## src/rtl/display_mux.sv

```systemverilog
// Scanned driver for common-anode seven-segment digits: latches a packed digit word and lights
// one digit per slot, with a blank guard cycle, leading-zero suppression and whole-display blink.
module display_mux #(
  parameter int unsigned DIGITOS       = 4,
  parameter int unsigned DIVISOR       = 50000,
  parameter int unsigned HEX           = 0,
  parameter int unsigned PISCA_QUADROS = 64
) (
  input  logic                   Clock,
  input  logic                   Reset,
  input  logic [4*DIGITOS-1:0]   Entrada,
  input  logic                   Carrega,
  input  logic                   ApagaZeros,
  input  logic                   Piscar,
  output logic [6:0]             Saida,
  output logic [DIGITOS-1:0]     Anodo
);

  localparam int unsigned PW = $clog2(DIVISOR);
  localparam int unsigned DW = (DIGITOS > 1) ? $clog2(DIGITOS) : 1;
  localparam int unsigned FW = (PISCA_QUADROS > 1) ? $clog2(PISCA_QUADROS) : 1;

  logic [4*DIGITOS-1:0] valor_q, valor_d;
  logic [PW-1:0]        p_q, p_d;
  logic [DW-1:0]        d_q, d_d;
  logic [FW-1:0]        f_q, f_d;
  logic                 fase_q, fase_d;
  logic [6:0]           saida_d;
  logic [DIGITOS-1:0]   anodo_d;
  logic [DIGITOS:0]     upper_zero;
  logic [3:0]           cur_nib;
  logic                 cur_supp;
  logic                 p_last, d_last, f_last;

  function automatic logic [6:0] decode(input logic [3:0] n);
    logic [6:0] s;
    case (n)
      4'h0:    s = 7'b0000001;
      4'h1:    s = 7'b1001111;
      4'h2:    s = 7'b0010010;
      4'h3:    s = 7'b0000110;
      4'h4:    s = 7'b1001100;
      4'h5:    s = 7'b0100100;
      4'h6:    s = 7'b0100000;
      4'h7:    s = 7'b0001111;
      4'h8:    s = 7'b0000000;
      4'h9:    s = 7'b0001100;
      4'hA:    s = 7'b0001000;
      4'hB:    s = 7'b1100000;
      4'hC:    s = 7'b0110001;
      4'hD:    s = 7'b1000010;
      4'hE:    s = 7'b0110000;
      default: s = 7'b0111000;
    endcase
    if (HEX == 0 && n > 4'd9) s = 7'b1111111;
    return s;
  endfunction

  always_comb begin
    p_last  = (p_q == PW'(DIVISOR - 1));
    d_last  = (d_q == DW'(DIGITOS - 1));
    f_last  = (f_q == FW'(PISCA_QUADROS - 1));
    valor_d = Carrega ? Entrada : valor_q;
    p_d     = p_last ? '0 : p_q + 1'b1;
    d_d     = d_q;
    f_d     = f_q;
    fase_d  = fase_q;
    if (p_last) d_d = d_last ? '0 : d_q + 1'b1;
    if (p_last && d_last) begin
      f_d = f_last ? '0 : f_q + 1'b1;
      if (f_last) fase_d = ~fase_q;
    end
  end

  // upper_zero[i] is set when every nibble from i upward is zero.
  always_comb begin
    upper_zero = '0;
    upper_zero[DIGITOS] = 1'b1;
    for (int i = DIGITOS - 1; i >= 0; i--) begin
      upper_zero[i] = upper_zero[i+1] && (valor_q[4*i +: 4] == 4'h0);
    end
  end

  always_comb begin
    cur_nib  = '0;
    cur_supp = 1'b0;
    anodo_d  = '1;
    for (int i = 0; i < DIGITOS; i++) begin
      if (d_q == DW'(i)) begin
        cur_nib    = valor_q[4*i +: 4];
        cur_supp   = ApagaZeros && (i != 0) && upper_zero[i];
        anodo_d[i] = 1'b0;
      end
    end
    saida_d = cur_supp ? 7'b1111111 : decode(cur_nib);
    if (p_q == '0 || (Piscar && !fase_q)) begin
      anodo_d = '1;
      saida_d = 7'b1111111;
    end
  end

  always_ff @(posedge Clock or posedge Reset) begin
    if (Reset) begin
      valor_q <= '0;
      p_q     <= '0;
      d_q     <= '0;
      f_q     <= '0;
      fase_q  <= 1'b1;
      Saida   <= 7'b1111111;
      Anodo   <= '1;
    end else begin
      valor_q <= valor_d;
      p_q     <= p_d;
      d_q     <= d_d;
      f_q     <= f_d;
      fase_q  <= fase_d;
      Saida   <= saida_d;
      Anodo   <= anodo_d;
    end
  end

endmodule

```

## config.mk

```make
export PLATFORM = sky130hd
export DESIGN_NAME = display_mux
export DESIGN_NICKNAME = d
export VERILOG_FILES = /design/src/rtl/display_mux.sv
export SDC_FILE = /design/constraint.sdc
export NUM_CORES = 1
export LEC_CHECK = 0
export BUFFER_PORTS_ARGS = -buffer_cell sky130_fd_sc_hd__buf_4
export CAP_MARGIN = 20
export CORE_AREA = 5 5 89 107
export DETAILED_ROUTE_END_ITERATION = 10
export DIE_AREA = 0 0 94 112
export GPL_TIMING_DRIVEN = 0
export HOLD_SLACK_MARGIN = 0.03
export PLACE_DENSITY = 0.55
export SYNTH_ARGS = -nofsm -noshare
export SYNTH_HDL_FRONTEND = slang
export SYNTH_SLANG_ARGS = --single-unit
```

## constraint.sdc

```tcl
create_clock -name Clock -period 2.88 [get_ports Clock]
set_input_delay 0.144 -clock Clock [delete_from_list [all_inputs] [get_ports Clock]]
set_output_delay 0.144 -clock Clock [all_outputs]
set_load 0.05 [all_outputs]
```

Word level (Yosys, flattened, before mapping) --
Memories as Yosys holds them, arrays and structs flattened. Index checks and enable logic that the tools add are counted.
Storage, ports and cells: memory bits (read-only) 112, word-level logic and storage cells 51, memories 1, register bits 52, input bits 21
Cells by class: muxes and demuxes 18, equal/unequal tests 5, magnitude comparators 1, bitwise gates (word level) 1, reduce and logical (&&, ||, !) cells 15, add/subtract/negate cells 3
Memories:
- (no name shown) | words 16, width 7, rd ports 1, clocked after memory_dff 0, wr ports 0, RTL line 37 | case (n)
Operators with widths (count):
- $mux 7 | 3
- $mux 4 | 5
- $add 16x1->16 const B | 1
- $eq 16x16->1 const B | 1
- $logic_not 16->1 | 1
- $mux 16 | 1
- $logic_not 4->1 | 3
- $logic_and 1x1->1 | 7
- $mux 1 | 7
- $add 6x1->6 const B | 1
- $eq 6x6->1 const B | 1
- $mux 6 | 1
- $eq 2x2->1 const B | 2
- $gt 4x4->1 const B | 1
- $add 2x1->2 const B | 1
- $eq 2x1->1 const B | 1
- $logic_not 2->1 | 1
- $mux 2 | 1
- $reduce_and 2->1 | 1
- $logic_not 1->1 | 1
- $logic_or 1x1->1 | 1
- $not 1->1 | 1

Depth between registers and ports, before layout --
depth in word-level cells 9, depth in mapped cells 11, gate-level depth less buffers 10

Worst setup path after synthesis --
No wires, ideal clock.
kind reg2reg, start reg d_q[0], end reg Saida[3], setup time 79 ps, data arrival time 2105 ps, path buffers 2, slack 696 ps, period minus slack after synthesis 2184 ps, data required time 2801 ps, stages on the path, launching flop included 12, path through dfrtp_1 > ha_1 > buf_2 > buf_2 > a211oi_1 > o21ai_0 > nand2_1 > inv_1 > ha_1 > mux2i_1 > nor2_1 > o21ai_0
On the way: longest elaborated chain between the ends 9, elaborated cells between the ends (all ways) 16, classes of those cells order compare (1); eq/ne (3); mux (10); reduce/logical (1); memory (1)
RTL lines:
- start: declaration | RTL line 25 | logic [DW-1:0] d_q, d_d;
- start signal: assignment | RTL line 106 | d_q <= '0;
- start signal: assignment | RTL line 114 | d_q <= d_d;
- $logic_not 2->1 | RTL line 89 | if (d_q == DW'(i)) begin
- $mux 4 (4 in series) | RTL line 89
- $mem_v2 16x7 / $gt 4x4->1 (equally long branches)
- $mux 7 | RTL line 55 | if (HEX == 0 && n > 4'd9) s = 7'b1111111;
- $mux 7 * | RTL line 95 | saida_d = cur_supp ? 7'b1111111 : decode(cur_nib);
- $mux 7 * | RTL line 96 | if (p_q == '0 || (Piscar && !fase_q)) begin
- named net saida_d[3] | RTL line 28 | logic [6:0] saida_d;
- end signal: assignment | RTL line 117 | Saida <= saida_d;
- end: declaration | RTL line 15 | output logic [6:0] Saida,
The timed path passes the listed nets; every way through them passes the cells marked *. A chain may end at the register's enable or synchronous reset.

Worst setup path in the final report --
Ends and elaborated chain as after synthesis.

==> impl_results.md <==
- Cells after synthesis: 241
- Sum of routed wire length over all layers: 5410 µm
- Fin Setup TNS: 0 ns
- CP required: 3.11 ns
- Total placed instance area: 2990 µm²
- Static power due to leakage: 1.38 nW
- Total core area: 8430 µm²
- Share of final-layout standard cells stronger than drive strength 1: 0.274
- Post-Route Utilization: 0.367
- Worst path top cell family by delay: adder cells
- CTS clock-pin slew for the worst setup and hold paths: 0.09 ns
- First-iteration detailed-routing DRC count: 60
- Post-synth cell types: 41
- Achievable frequency: 0.406 GHz
- Die Area: 10500 µm²
- Cells along the critical path: ha_1, buf_2, buf_2, a211oi_1, o21ai_0, nand2_1, inv_1, ha_1, mux2i_1, nor2_1, o21ai_0
- Final hold vios: 0
- Port bufs: 30
- Clock buffers created by TritonCTS: 5
- First-pass GRT wire length: 9040 µm
- Area used by multi-input combinational logic: 1200 µm²
- # Max-Cap Violations: 0
- Run status: complete, no violations
- Layout Area Growth over Synthesis: 19.0%
- Final worst slack: 0.418 ns
- Hold depth: 3
- Ports placed on the boundary: 32
- Largest cells by area after synthesis: sky130_fd_sc_hd__dfrtp_1, sky130_fd_sc_hd__dfstp_2, sky130_fd_sc_hd__ha_1, sky130_fd_sc_hd__mux2_2, sky130_fd_sc_hd__xor2_1
- Number of antenna violations at the first check in global routing: 0
- Remaining max-slew budget at the tightest pin: 0.517
- Register area share after synthesis: 0.506
- Number of inserted filler cells in the final layout: 872
- Share of the clock period used by the worst path after layout: 0.855
- DR pass1 iterations: 4
- Via-per-instance ratio: 4.71
- Worst hold-check slack: 0.0523 ns
- FFs w/ async S/R, synth: 1.00
- Register bit total from synthesis: 52
- Non-Filler Instances: 398
- Remaining number of nets flagged by the antenna check after routing: 0
- Final critical delay including setup and external delays: 2.46 ns
- Maximum net fanout on the critical path: 10
- Std cell rows: 37
- Main flop type after synthesis: sky130_fd_sc_hd__dfrtp_1
- Die W: 94 µm
- Worst-Skew Late Latency: 0.31 ns
- Total setup violations reported at the end of the flow: 0
- Number of setup buffers added after CTS: 0
- Die Span Y: 112 µm
- Sum of net half-perimeters after detailed placement: 4020 µm
- CP bufs+invs: 3
- CP max stage delay: 0.41 ns
- Count of nets after finishing: 314
- Final RePlAce weighted congestion: 0.852
- Number of enable flip-flop cells after synthesis: 0
- Clock sinks: 52
- Number of antenna diodes: 0
- Startpoint class of the critical path: flop
- Master cell of the clock root buffer: sky130_fd_sc_hd__clkbuf_8
- Cell area after layout: 3100 µm²
- Final Max Slew Viols: 0
- Register cell area after layout: 1320 µm²
- Final Power: 1.44 mW
- Number of buffers on the longest clock path: 2
- Data arrival time of the worst path: 2.69 ns
- Post-synthesis instance area: 2600 µm²
- Pre-CTS worst setup slack: 0.440 ns
- Initial core utilization: 0.309
- Worst Reg-to-Reg Cells: 11
- Post-DR wirelength/cell: 13.6 µm
- Placed instance count: 389
- Worst path slowest cell: sky130_fd_sc_hd__dfrtp_1
- DRC violation count after routing: 0
- Unrepaired setup endpoints after global routing: no
- TritonCTS clock tree: yes
- Startpoint-to-endpoint class of the critical path: flop to flop
- Maximum clock skew at final layout: 0.0104 ns
- Total number of cells along the worst setup path: 11
- Largest net degree at the start of global routing: 32
- Power density normalized to cell area: 467 nW/µm²
- GRT Resource Usage Total: 0.106
- Transition time at the pin with the least slew margin: 0.724 ns
- Synthesized Nets: 275
- Area share of the leading cell type in the synthesized netlist: 0.385
- Crit. End Element: flop
- Max H-tree Level: 2
- GRT overflow: 0
- Average instance area after synthesis: 10.8 µm²
- Path class of the lowest-slack min-delay path: input port to flop
- Vias in the first global route: 1902
- Routed vias: 1876
- Worst VDD drop: 0.178 mV
- Biggest area consumer among synthesized cells: sky130_fd_sc_hd__dfrtp_1
- Ys Warns: 0
==> metal layers <==
metal  share of wire  up-vias  wire, µm  GRT usage
met1            0.43      915      2350      0.127
met2            0.52       38      2800      0.188
met3           0.037        6       198     0.0250
li1                -      917         -          -
met4           0.010        0        55     0.0289
met5               0        -         0          0
==> flip-flops by register name, summed over array words and instances (netlist names) <==
signal	count
Anodo	4
Saida	7
d_q	2
f_q	6
fase_q	1
p_q	16
valor_q	16
==> cell usage in the layout, fill, tap and decap left out, types with 3 or more instances in the layout <==
cell,Yosys,routed
sky130_fd_sc_hd__dfstp_2,12,12
sky130_fd_sc_hd__nor3b_1,3,3
sky130_fd_sc_hd__nand3_1,13,13
sky130_fd_sc_hd__mux2_2,14,14
sky130_fd_sc_hd__xor2_1,10,10
sky130_fd_sc_hd__dfrtp_1,40,40
sky130_fd_sc_hd__inv_1,12,11
sky130_fd_sc_hd__mux2i_1,3,3
sky130_fd_sc_hd__nor2b_1,3,3
sky130_fd_sc_hd__a211oi_1,6,6
sky130_fd_sc_hd__nand2_1,23,23
sky130_fd_sc_hd__buf_2,4,4
sky130_fd_sc_hd__xnor2_1,7,7
sky130_fd_sc_hd__nor4_1,3,3
sky130_fd_sc_hd__nand3b_1,3,3
sky130_fd_sc_hd__nor3_1,8,8
sky130_fd_sc_hd__ha_1,13,13
sky130_fd_sc_hd__a221o_1,3,3
sky130_fd_sc_hd__o21ai_0,10,10
sky130_fd_sc_hd__clkbuf_8,0,6
sky130_fd_sc_hd__buf_4,2,32
sky130_fd_sc_hd__nor2_1,20,20
sky130_fd_sc_hd__o31ai_1,3,3
==> what timing repair did <==
action,4_1_cts,5_1_grt
hold buffers,1,0
endpoints found under the hold margin,19,0
gates resized for setup,0,0
==> power breakdown <==
| group | total (mW) | switching [mW] | internal, mW |
|---|---|---|---|
| Sequential | 0.795 | 0.0212 | 0.773 |
| Clock | 0.433 | 0.241 | 0.192 |
| Combinational | 0.216 | 0.130 | 0.0868 |
| Total | 1.44 | 0.391 | 1.05 |
==> worst paths after layout <==
check                       startpoint           to  slack [ns]
setup / recovery                d_q[0]     Saida[3]        0.42
hold / removal             Entrada[12]  valor_q[12]        0.05
setup reg to reg                d_q[0]     Saida[3]        0.42
hold reg to reg                 fase_q       fase_q        0.50
max in group asynchronous        Reset       fase_q        1.84
min in group asynchronous        Reset      p_q[14]        0.43
==> worst reg2reg max path, delay by kind of cell (launching register included) <==
| family | cells | cell delay (ns) |
|---|---|---|
| flops | 1 | 0.41 |
| fa+ha+maj | 2 | 0.60 |
| mux | 1 | 0.20 |
| compound gates | 3 | 0.46 |
| buf+inv | 3 | 0.48 |
| simple gates | 2 | 0.24 |
==> synth_stat cells (all sizes together) (3+ instances only) <==
master   n
dfrtp   40
nand2   23
nor2    20
mux2    14
nand3   14
ha      13
dfstp   12
inv     12
o21ai   11
xor2    10
nor3     8
xnor2    7
a211oi   6
buf      6
nor4     4
a221o    3
mux2i    3
nand3b   3
nor2b    3
nor3b    3
o31ai    3
==> kinds of logic after synthesis <==
group           share of synthesized area
mux                                0.0722
buf+inv                            0.0337
flops                               0.506
xor+xnor                           0.0572
fa+ha+maj                          0.0625
simple gates                        0.177
compound gates                     0.0919
==> cell type report <==
class	instances	share of cell area
Inverter	12	0.0146
Timing Repair Buffer	32	0.0825
Multi-Input combinational cell	169	0.387
Sequential cell	52	0.425
Tap cell	117	0.0473
Clock buffer	6	0.0267
Buffer	8	0.0137
Clock inverter	2	0.00323
(Power assumes the default switching activity.)
